--- src/rtl/timer_pkg.sv ---
// Shared types and constants for the BCD countdown timer.
package timer_pkg;

    typedef enum logic [1:0] {
        ST_IDLE    = 2'd0,
        ST_RUN     = 2'd1,
        ST_PAUSED  = 2'd2,
        ST_EXPIRED = 2'd3
    } state_e;

    localparam int          DIGIT_W    = 4;
    localparam int          NUM_DIGITS = 4;
    localparam logic [3:0]  BCD_MAX    = 4'd9;

    // Saturate a loaded digit at its legal maximum.
    function automatic logic [DIGIT_W-1:0] bcd_clamp(input logic [DIGIT_W-1:0] d,
                                                     input logic [DIGIT_W-1:0] max_val);
        return (d > max_val) ? max_val : d;
    endfunction

endpackage

--- src/rtl/bcd_down_digit.sv ---
// One decade down-counter; wraps to MAX on borrow, load has priority over count.
module bcd_down_digit
    import timer_pkg::*;
#(
    parameter logic [DIGIT_W-1:0] MAX = BCD_MAX
) (
    input  logic               clk,
    input  logic               reset,
    input  logic               en,
    input  logic               ld,
    input  logic [DIGIT_W-1:0] ld_val,
    output logic [DIGIT_W-1:0] q,
    output logic               borrow
);

    logic [DIGIT_W-1:0] q_q;
    logic [DIGIT_W-1:0] q_d;

    // Next digit value: load, decrement with wrap, or hold.
    always_comb begin
        q_d = q_q;
        if (ld) begin
            q_d = ld_val;
        end else if (en) begin
            q_d = (q_q == '0) ? MAX : q_q - 4'd1;
        end
    end

    // Digit register.
    always_ff @(posedge clk or posedge reset) begin
        if (reset) begin
            q_q <= '0;
        end else begin
            q_q <= q_d;
        end
    end

    assign q      = q_q;
    assign borrow = en && (q_q == '0);

endmodule

--- src/rtl/bcd_countdown_timer.sv ---
// MM:SS BCD countdown timer: FSM, load clamping, zero detect and done pulse.
//
//   state      | meaning
//   -----------+----------------------------------------------
//   ST_IDLE    | loaded/reset, waiting for start
//   ST_RUN     | decrementing one second per tick
//   ST_PAUSED  | countdown suspended, digits held
//   ST_EXPIRED | reached 00:00, held until load or reset
module bcd_countdown_timer
    import timer_pkg::*;
#(
    parameter int unsigned SEC_TENS_MAX = 5
) (
    input  logic        clk,
    input  logic        reset,
    input  logic        tick,
    input  logic        load,
    input  logic [15:0] load_val,
    input  logic        start,
    input  logic        pause,
    output logic [15:0] digits,
    output logic        running,
    output logic        done,
    output logic        expired
);

    localparam logic [DIGIT_W-1:0] SEC_TENS_MAX_L = DIGIT_W'(SEC_TENS_MAX);

    state_e      state_q, state_d;
    logic        done_q, done_d;
    logic [15:0] load_clamped;
    logic        dec;
    logic        is_zero;
    logic        is_one;
    logic [2:0]  borrow;
    logic        min_tens_borrow_unused;

    // Clamp each loaded nibble to the largest value its position can hold.
    always_comb begin
        load_clamped = {bcd_clamp(load_val[15:12], BCD_MAX),
                        bcd_clamp(load_val[11:8],  BCD_MAX),
                        bcd_clamp(load_val[7:4],   SEC_TENS_MAX_L),
                        bcd_clamp(load_val[3:0],   BCD_MAX)};
    end

    // A tick only counts in RUN when neither load nor pause overrides it.
    assign dec     = (state_q == ST_RUN) && tick && !load && !pause;
    assign is_zero = (digits == 16'h0000);
    assign is_one  = (digits == 16'h0001);

    bcd_down_digit #(.MAX(BCD_MAX)) u_sec_ones (
        .clk(clk), .reset(reset), .en(dec), .ld(load),
        .ld_val(load_clamped[3:0]), .q(digits[3:0]), .borrow(borrow[0])
    );

    bcd_down_digit #(.MAX(SEC_TENS_MAX_L)) u_sec_tens (
        .clk(clk), .reset(reset), .en(borrow[0]), .ld(load),
        .ld_val(load_clamped[7:4]), .q(digits[7:4]), .borrow(borrow[1])
    );

    bcd_down_digit #(.MAX(BCD_MAX)) u_min_ones (
        .clk(clk), .reset(reset), .en(borrow[1]), .ld(load),
        .ld_val(load_clamped[11:8]), .q(digits[11:8]), .borrow(borrow[2])
    );

    // Minute tens never wraps: RUN is left at 00:00, so its borrow cannot fire.
    bcd_down_digit #(.MAX(BCD_MAX)) u_min_tens (
        .clk(clk), .reset(reset), .en(borrow[2]), .ld(load),
        .ld_val(load_clamped[15:12]), .q(digits[15:12]), .borrow(min_tens_borrow_unused)
    );

    // Next-state and done pulse, priority load > pause > start > tick.
    always_comb begin
        state_d = state_q;
        done_d  = 1'b0;
        if (load) begin
            state_d = ST_IDLE;
        end else begin
            unique case (state_q)
                ST_IDLE: begin
                    if (start) begin
                        if (is_zero) begin
                            state_d = ST_EXPIRED;
                            done_d  = 1'b1;
                        end else begin
                            state_d = ST_RUN;
                        end
                    end
                end
                ST_RUN: begin
                    if (pause) begin
                        state_d = ST_PAUSED;
                    end else if (tick && is_one) begin
                        state_d = ST_EXPIRED;
                        done_d  = 1'b1;
                    end
                end
                ST_PAUSED: begin
                    if (start && !pause) begin
                        if (is_zero) begin
                            state_d = ST_EXPIRED;
                            done_d  = 1'b1;
                        end else begin
                            state_d = ST_RUN;
                        end
                    end
                end
                ST_EXPIRED: begin
                    state_d = ST_EXPIRED;
                end
                default: begin
                    state_d = ST_IDLE;
                end
            endcase
        end
    end

    // State and done registers.
    always_ff @(posedge clk or posedge reset) begin
        if (reset) begin
            state_q <= ST_IDLE;
            done_q  <= 1'b0;
        end else begin
            state_q <= state_d;
            done_q  <= done_d;
        end
    end

    assign running = (state_q == ST_RUN);
    assign expired = (state_q == ST_EXPIRED);
    assign done    = done_q;

endmodule

--- config.mk ---
export PLATFORM = sky130hd
export DESIGN_NAME = bcd_countdown_timer
export DESIGN_NICKNAME = d
export VERILOG_FILES = /design/src/rtl/timer_pkg.sv /design/src/rtl/bcd_down_digit.sv /design/src/rtl/bcd_countdown_timer.sv
export SDC_FILE = /design/constraint.sdc
export NUM_CORES = 1
export LEC_CHECK = 0
export ABC_AREA = 1
export ABC_CLOCK_PERIOD_IN_PS = 2530
export CORE_MARGIN = 3
export CORE_UTILIZATION = 50
export CTS_CLUSTER_SIZE = 25
export DETAILED_ROUTE_END_ITERATION = 10
export PLACE_DENSITY = 0.85
export SYNTH_ARGS = -nofsm -noshare
export SYNTH_HDL_FRONTEND = slang
export SYNTH_SLANG_ARGS = --single-unit
export TNS_END_PERCENT = 50
--- constraint.sdc ---
create_clock -name clk -period 2.53 [get_ports clk]
set_clock_uncertainty 0.1 [all_clocks]
set_input_delay 0.3795 -clock clk [delete_from_list [all_inputs] [get_ports clk]]
set_output_delay 0.3795 -clock clk [all_outputs]
set_load 0.02 [all_outputs]
# == Yosys cells after proc, flatten, opt, wreduce, memory -nomap -nowiden ==
# Cells that the tools add are included.
# classes
div_mod_pow,0
magnitude_cmp,4
n_mux,30
add_sub_neg,4
mul,0
n_bitwise,0
shift,0
n_eq_ne,7
reduce_logical,21
# ops
cell,count
4-bit two-way mux,16
16-bit by 1-bit == test with 1-bit output (second input constant),1
16-bit zero test,1
4-bit zero test,4
4-bit by 1-bit subtractor with 4-bit output (second input constant),4
4-bit greater-than comparator (second input constant),3
2-bit two-way mux,6
1-bit logical AND,8
2-bit one-hot mux with 4 select lines,1
2-bit nonzero test,4
1-bit two-way mux,6
3-bit != test (second input constant),2
2-bit == test (second input constant),2
4-bit by 3-bit greater-than comparator with 1-bit output (second input constant),1
4-bit by 3-bit != test with 1-bit output (second input constant),1
1-bit one-hot mux with 3 select lines,1
3-bit AND reduction,1
2-bit by 1-bit == test with 1-bit output (second input constant),1
1-bit zero test,2
2-bit zero test,1
# totals
romBits,0
output_inout_bits,19
elab_cells,72
latch_bits,0
ramBits,0
ff_bits,19
input_bits,22
n_memories,0

# == Logic depth before layout (Yosys ltp) ==
# logic_depth
ltp_word,9
depth_mapped,9
depth_no_buf,9

# == By module ==
# From an unflattened synthesis, not the netlist that was laid out.
# unflattened
cells_unflattened,219
area_unflattened_um2,1356.3
# modules_own_cells
module,n_inst,cells_each,area_each_um2,seq_area_each_um2
bcd_down_digit (u_min_ones ...),3,36,237.7,100.1
bcd_countdown_timer,1,76,401.6,75.1
bcd_down_digit (u_sec_tens),1,35,241.5,100.1

# == Least setup slack after synthesis ==
# OpenSTA, ideal clock, no wires.
# synth_timing
kind,flip-flop to flip-flop
startpoint,register u_sec_ones.q_q[2] (netlist: u_sec_ones.q[2])
endpoint,register u_min_tens.q_q[0] (netlist: u_min_tens.q[0])
t_required_ps,2313
path_slack_ps,1072
setup_time_ps,117
n_path_buf,0
stages_incl_launch_ff,9
arrival_ps,1240
path_cell_list,dfrtp_1 nor2_2 nand2_1 nor2_2 nand2_4 nand2_4 nand2_4 nand2_1 nand2_1
# synth_via
elab_chain_len,5
# synth_lines
item,line_no,text
from (decl),bcd_down_digit.sv:16,logic [DIGIT_W-1:0] q_q;
from (signal assigned),bcd_down_digit.sv:34,q_q <= q_d;
4-bit zero test,bcd_down_digit.sv:39,assign borrow = en && (q_q == '0);
1-bit logical AND (3 in series),bcd_down_digit.sv:39,
2-bit nonzero test (no line),-,
to (signal assigned),bcd_down_digit.sv:34,
to (decl),bcd_down_digit.sv:16,
# No other way between the ends.
# A chain may end at the register's enable or synchronous reset.

# == Worst setup path after layout ==
# layout_timing
startpoint,register state_q[0]
endpoint,output running
# layout_via
elab_chain_len,1
# layout_lines
item,line_no,text
from (decl),bcd_countdown_timer.sv:29,"state_e state_q, state_d;"
from (signal assigned),bcd_countdown_timer.sv:124,state_q <= state_d;
2-bit by 1-bit == test with 1-bit output,bcd_countdown_timer.sv:129,assign running = (state_q == ST_RUN);
to (decl),bcd_countdown_timer.sv:22,"output logic running,"
# No other way between the ends.

==> reports/qor_table.md <==
| Group | Item | This run |
|---|---|---|
| synthesis | Predominant post-synthesis flop cell | sky130_fd_sc_hd__dfrtp_1 |
| synthesis | Count of flip-flops with a built-in enable after synthesis | 0 |
| finish | Growth of design area from synthesis to finish | 34.9% |
| timing | Final Hold Viols | 0 |
| synthesis | Proportion of netlist area held by the largest area contributor | 36.6% |
| cts | CTS Hold Buffers Added | 0 |
| cts | Clk Latency, worst-skew pair | 310 ps |
| global routing | Busiest grt layer | met2 |
| drt | Wire per inst | 13.8 microns |
| floorplan | Number of rows in the core area | 17 |
| timing | Worst max-slew margin expressed relative to the limit | 50.0% |
| global routing | Via count of the first global-routing pass | 1400 |
| synthesis | Share of synthesized area occupied by flip-flops and latches | 36.6% |
| pwr | Static leakage | 0.000820 uW |
| cts | Resized Gates After CTS | 0 |
| floorplan | Die ar. | 3250 sq um |
| outcome | Result of the run | finished clean |
| drt | Violation count after the first detailed-routing iteration | 29 |
| placed design | Number of instances in the placed design | 247 |
| setup path | Type of element launching the critical path | flip-flop |
| synthesis | Number of synthesis warnings | 0 |
| synthesis | Synthesized flop and latch total | 19 |
| drt | Antenna violation net count after detailed routing | 0 |
| drt | Final WL | 3.46 mm |
| global routing | Total overflow reported by the global router | 0 |
| job | Max-cap violations | 0 |
| finish | Net total in the final layout | 246 |
| placed design | Placed wire-length estimate | 2.62 mm |
| synthesis | Asr flop ratio synth | 100% |
| placed design | Worst slack after detailed placement | 446 ps |
| drt | Vias | 1411 |
| timing | Setup Total Neg Slack | 0 ps |
| setup path | Data arrival, critical path | 1570 ps |
| global routing | Initial antenna violation count | 0 |
| timing | Final worst-path setup slack | 483 ps |
| timing | F_max | 0.488 GHz |
| synthesis | Cells taking the most area after synthesis | sky130_fd_sc_hd__dfrtp_1 (37%), sky130_fd_sc_hd__nand2_1 (16%), sky130_fd_sc_hd__nand3_1 (6.2%) |
| cts | Clock buffers created by TritonCTS | 3 |
| synthesis | Most used standard cell by instance count after synthesis | sky130_fd_sc_hd__nand2_1 |
| timing | Count of final max-slew check failures | 0 |
| global routing | Global routing met1 resource utilization | 25.8% |
| global routing | Wire length of the first global-routing pass | 5.71 mm |
| cts | Clock sink count | 19 |
| cts | H-Tree Level Count | 1 |
| cts | Clock transition at path regs | 130 ps |
| synthesis | Cell count after synthesis | 181 |
| synthesis | Area of the mapped netlist | 1300 sq um |
| global routing | GR met2 Demand/Resource | 37.8% |
| drt | Final routed DRC violation total | 0 |
| global routing | GRT Util Overall | 21.7% |
| setup path | Endpoint required time on the critical path | 2050 ps |
| timing | Least-Margin Pin Slew | 750 ps |
| floorplan | Count of pins on the block boundary | 41 |
| finish | # diodes | 0 |
| cts | Root buf cell | sky130_fd_sc_hd__clkbuf_4 |
| synthesis | Net count after synthesis | 203 |
| timing | Final Critical Period | 2050 ps |
| drt | Detailed-route vias per instance | 5.62 |
| cts | TritonCTS clock tree | built |
| hold path | Hold Path Class | in -> async |
| timing | Final Setup Violations | 0 |
| drt | DR pass1 iterations | 4 |
| floorplan | Initial cell density of the core | 55.6% |
| cts | Buffer levels on the longest clock path | 2 |
| synthesis | Library cell occupying the most area in the post-synthesis netlist | sky130_fd_sc_hd__dfrtp_1 |
| pwr | Max rail drop VDD | 485 uV |
| global routing | Grt met3 use | 3.85% |
| floorplan | Core ar. | 2340 sq um |
| synthesis | Average footprint of a synthesized cell | 7.18 sq um |
| setup path | Critical Path Fanout Max | 6 |
| cts | Post-CTS Setup Repair Bufs | 0 |
| setup path | Endpoint type of the worst setup path | output port |
| placed design | Final weighted congestion in routability-driven placement | 0.821 |
| setup path | Critical path class | reg -> out |
| pwr | Total power density per cell area | 588 nW/um^2 |
| timing | Share of the clock period used by the worst path after layout | 80.9% |
| synthesis | Distinct cells, synth | 32 |
| floorplan | Die Wd | 57.0 microns |
| synthesis | Most used standard cells in the synthesized netlist | sky130_fd_sc_hd__nand2_1 (56), sky130_fd_sc_hd__dfrtp_1 (19), sky130_fd_sc_hd__nand3_1 (16) |
| placed design | Number of input and output port buffers inserted | 40 |
| timing | Unrepaired setup endpoints after global routing | no |
| floorplan | Die Height | 57.0 microns |
| finish | Fraction of final layout cells sized beyond drive strength 1 | 10.3% |
| finish | Non-filler cells in the finished layout | 251 |
| global routing | Pin count of the biggest net entering global routing | 22 |
[flip-flops by register name (all words and copies together) (netlist names)]
register	count
u_sec_tens.q	4
u_min_ones.q	4
state_q	2
u_min_tens.q	4
u_sec_ones.q	4
done	1
[path summary, 6_finish.rpt]
| path | start | endpoint | slack, ps | cells after the start |
|---|---|---|---|---|
| hold reg to reg | u_min_ones.q[3] | u_min_ones.q[3] | 450 | 2 |
| min in group clk | u_min_ones.q[3] | u_min_ones.q[3] | 450 | 2 |
| hold / removal | reset | u_min_tens.q[2] | 390 | 2 |
| max in group asynchronous | reset | u_min_ones.q[0] | 1460 | 2 |
| setup reg to reg | u_min_tens.q[0] | state_q[1] | 940 | 7 |
| setup / recovery | state_q[0] | running | 480 | 3 |
[worst max-delay path, cell delays in order (launching register included)]
cell and delay, ps:
sky130_fd_sc_hd__dfrtp_1 410, sky130_fd_sc_hd__inv_2 90, sky130_fd_sc_hd__nor2_4 140, sky130_fd_sc_hd__clkdlybuf4s50_1 620
[cell type report]
cell class                 count  area, sq um
multi-input combinational    141          737
fill                         206          586
sequential                    19          475
timing repair buffer          42          415
inverter                      17         63.8
tap                           28         35.0
clock buffer                   3         22.5
clock inverter                 1         5.00
[power by group]
part           switching, uW  internal [uW]  leakage, uW
Combinational            249            198     0.000568
Clock                    108           59.1    0.0000177
Sequential              62.2            355     0.000235
Total                    419            612     0.000820
[routing by layer]
metal	part of all wire (%)	vias up
met5	0	-
met4	2.9	0
met3	7.4	16
met2	48	76
met1	41	640
li1	-	679
[cell families after synthesis]
kind of cell / count (synthesis) / synth area share [%]
simple gates: 108 / 40.6
xor+xnor: 2 / 1.35
flops: 19 / 36.6
compound gates: 31 / 14.7
buf+inv: 21 / 6.74
[layout by cell type (no fill, tap or decap)]
| cell type | instances |
|---|---|
| sky130_fd_sc_hd__or2_1 | 1 |
| sky130_fd_sc_hd__o21ai_0 | 6 |
| sky130_fd_sc_hd__a22oi_1 | 1 |
| sky130_fd_sc_hd__nor2_1 | 15 |
| sky130_fd_sc_hd__clkinv_2 | 1 |
| sky130_fd_sc_hd__xor2_1 | 2 |
| sky130_fd_sc_hd__nand3_1 | 16 |
| sky130_fd_sc_hd__inv_2 | 3 |
| sky130_fd_sc_hd__clkdlybuf4s50_1 | 40 |
| sky130_fd_sc_hd__o21bai_1 | 2 |
| sky130_fd_sc_hd__nor2_2 | 5 |
| sky130_fd_sc_hd__a21oi_1 | 7 |
| sky130_fd_sc_hd__nand2_1 | 56 |
| sky130_fd_sc_hd__clkbuf_4 | 3 |
| sky130_fd_sc_hd__nand2_4 | 4 |
| sky130_fd_sc_hd__nor3_1 | 3 |
| sky130_fd_sc_hd__o22ai_1 | 2 |
| sky130_fd_sc_hd__a211oi_1 | 1 |
| sky130_fd_sc_hd__nand3_4 | 1 |
| sky130_fd_sc_hd__and3_1 | 1 |
| sky130_fd_sc_hd__inv_1 | 14 |
| sky130_fd_sc_hd__o21ai_1 | 7 |
| sky130_fd_sc_hd__o21ai_4 | 1 |
| sky130_fd_sc_hd__nor2_4 | 1 |
| sky130_fd_sc_hd__nor2_8 | 1 |
| sky130_fd_sc_hd__o31ai_1 | 1 |
| sky130_fd_sc_hd__nand2_2 | 1 |
| sky130_fd_sc_hd__a221oi_1 | 1 |
| sky130_fd_sc_hd__dfrtp_1 | 19 |
| sky130_fd_sc_hd__buf_4 | 2 |
| sky130_fd_sc_hd__o211ai_1 | 1 |
| sky130_fd_sc_hd__a22o_1 | 1 |
| sky130_fd_sc_hd__nand3b_1 | 3 |
[stage by stage]
stage	hold WS (ps)	total power (uW)	area, sq um	utilization (%)
6_report	394	1030	1750	75.0
5_1_grt	456	1090	1750	75.0
4_1_cts	424	1030	1750	75.0
3_5_place_dp	425	864	1730	73.8
3_3_place_gp	408	850	1730	73.8
2_1_floorplan	231	671	1300	-
No activity file was read; power rests on OpenSTA's default activity.
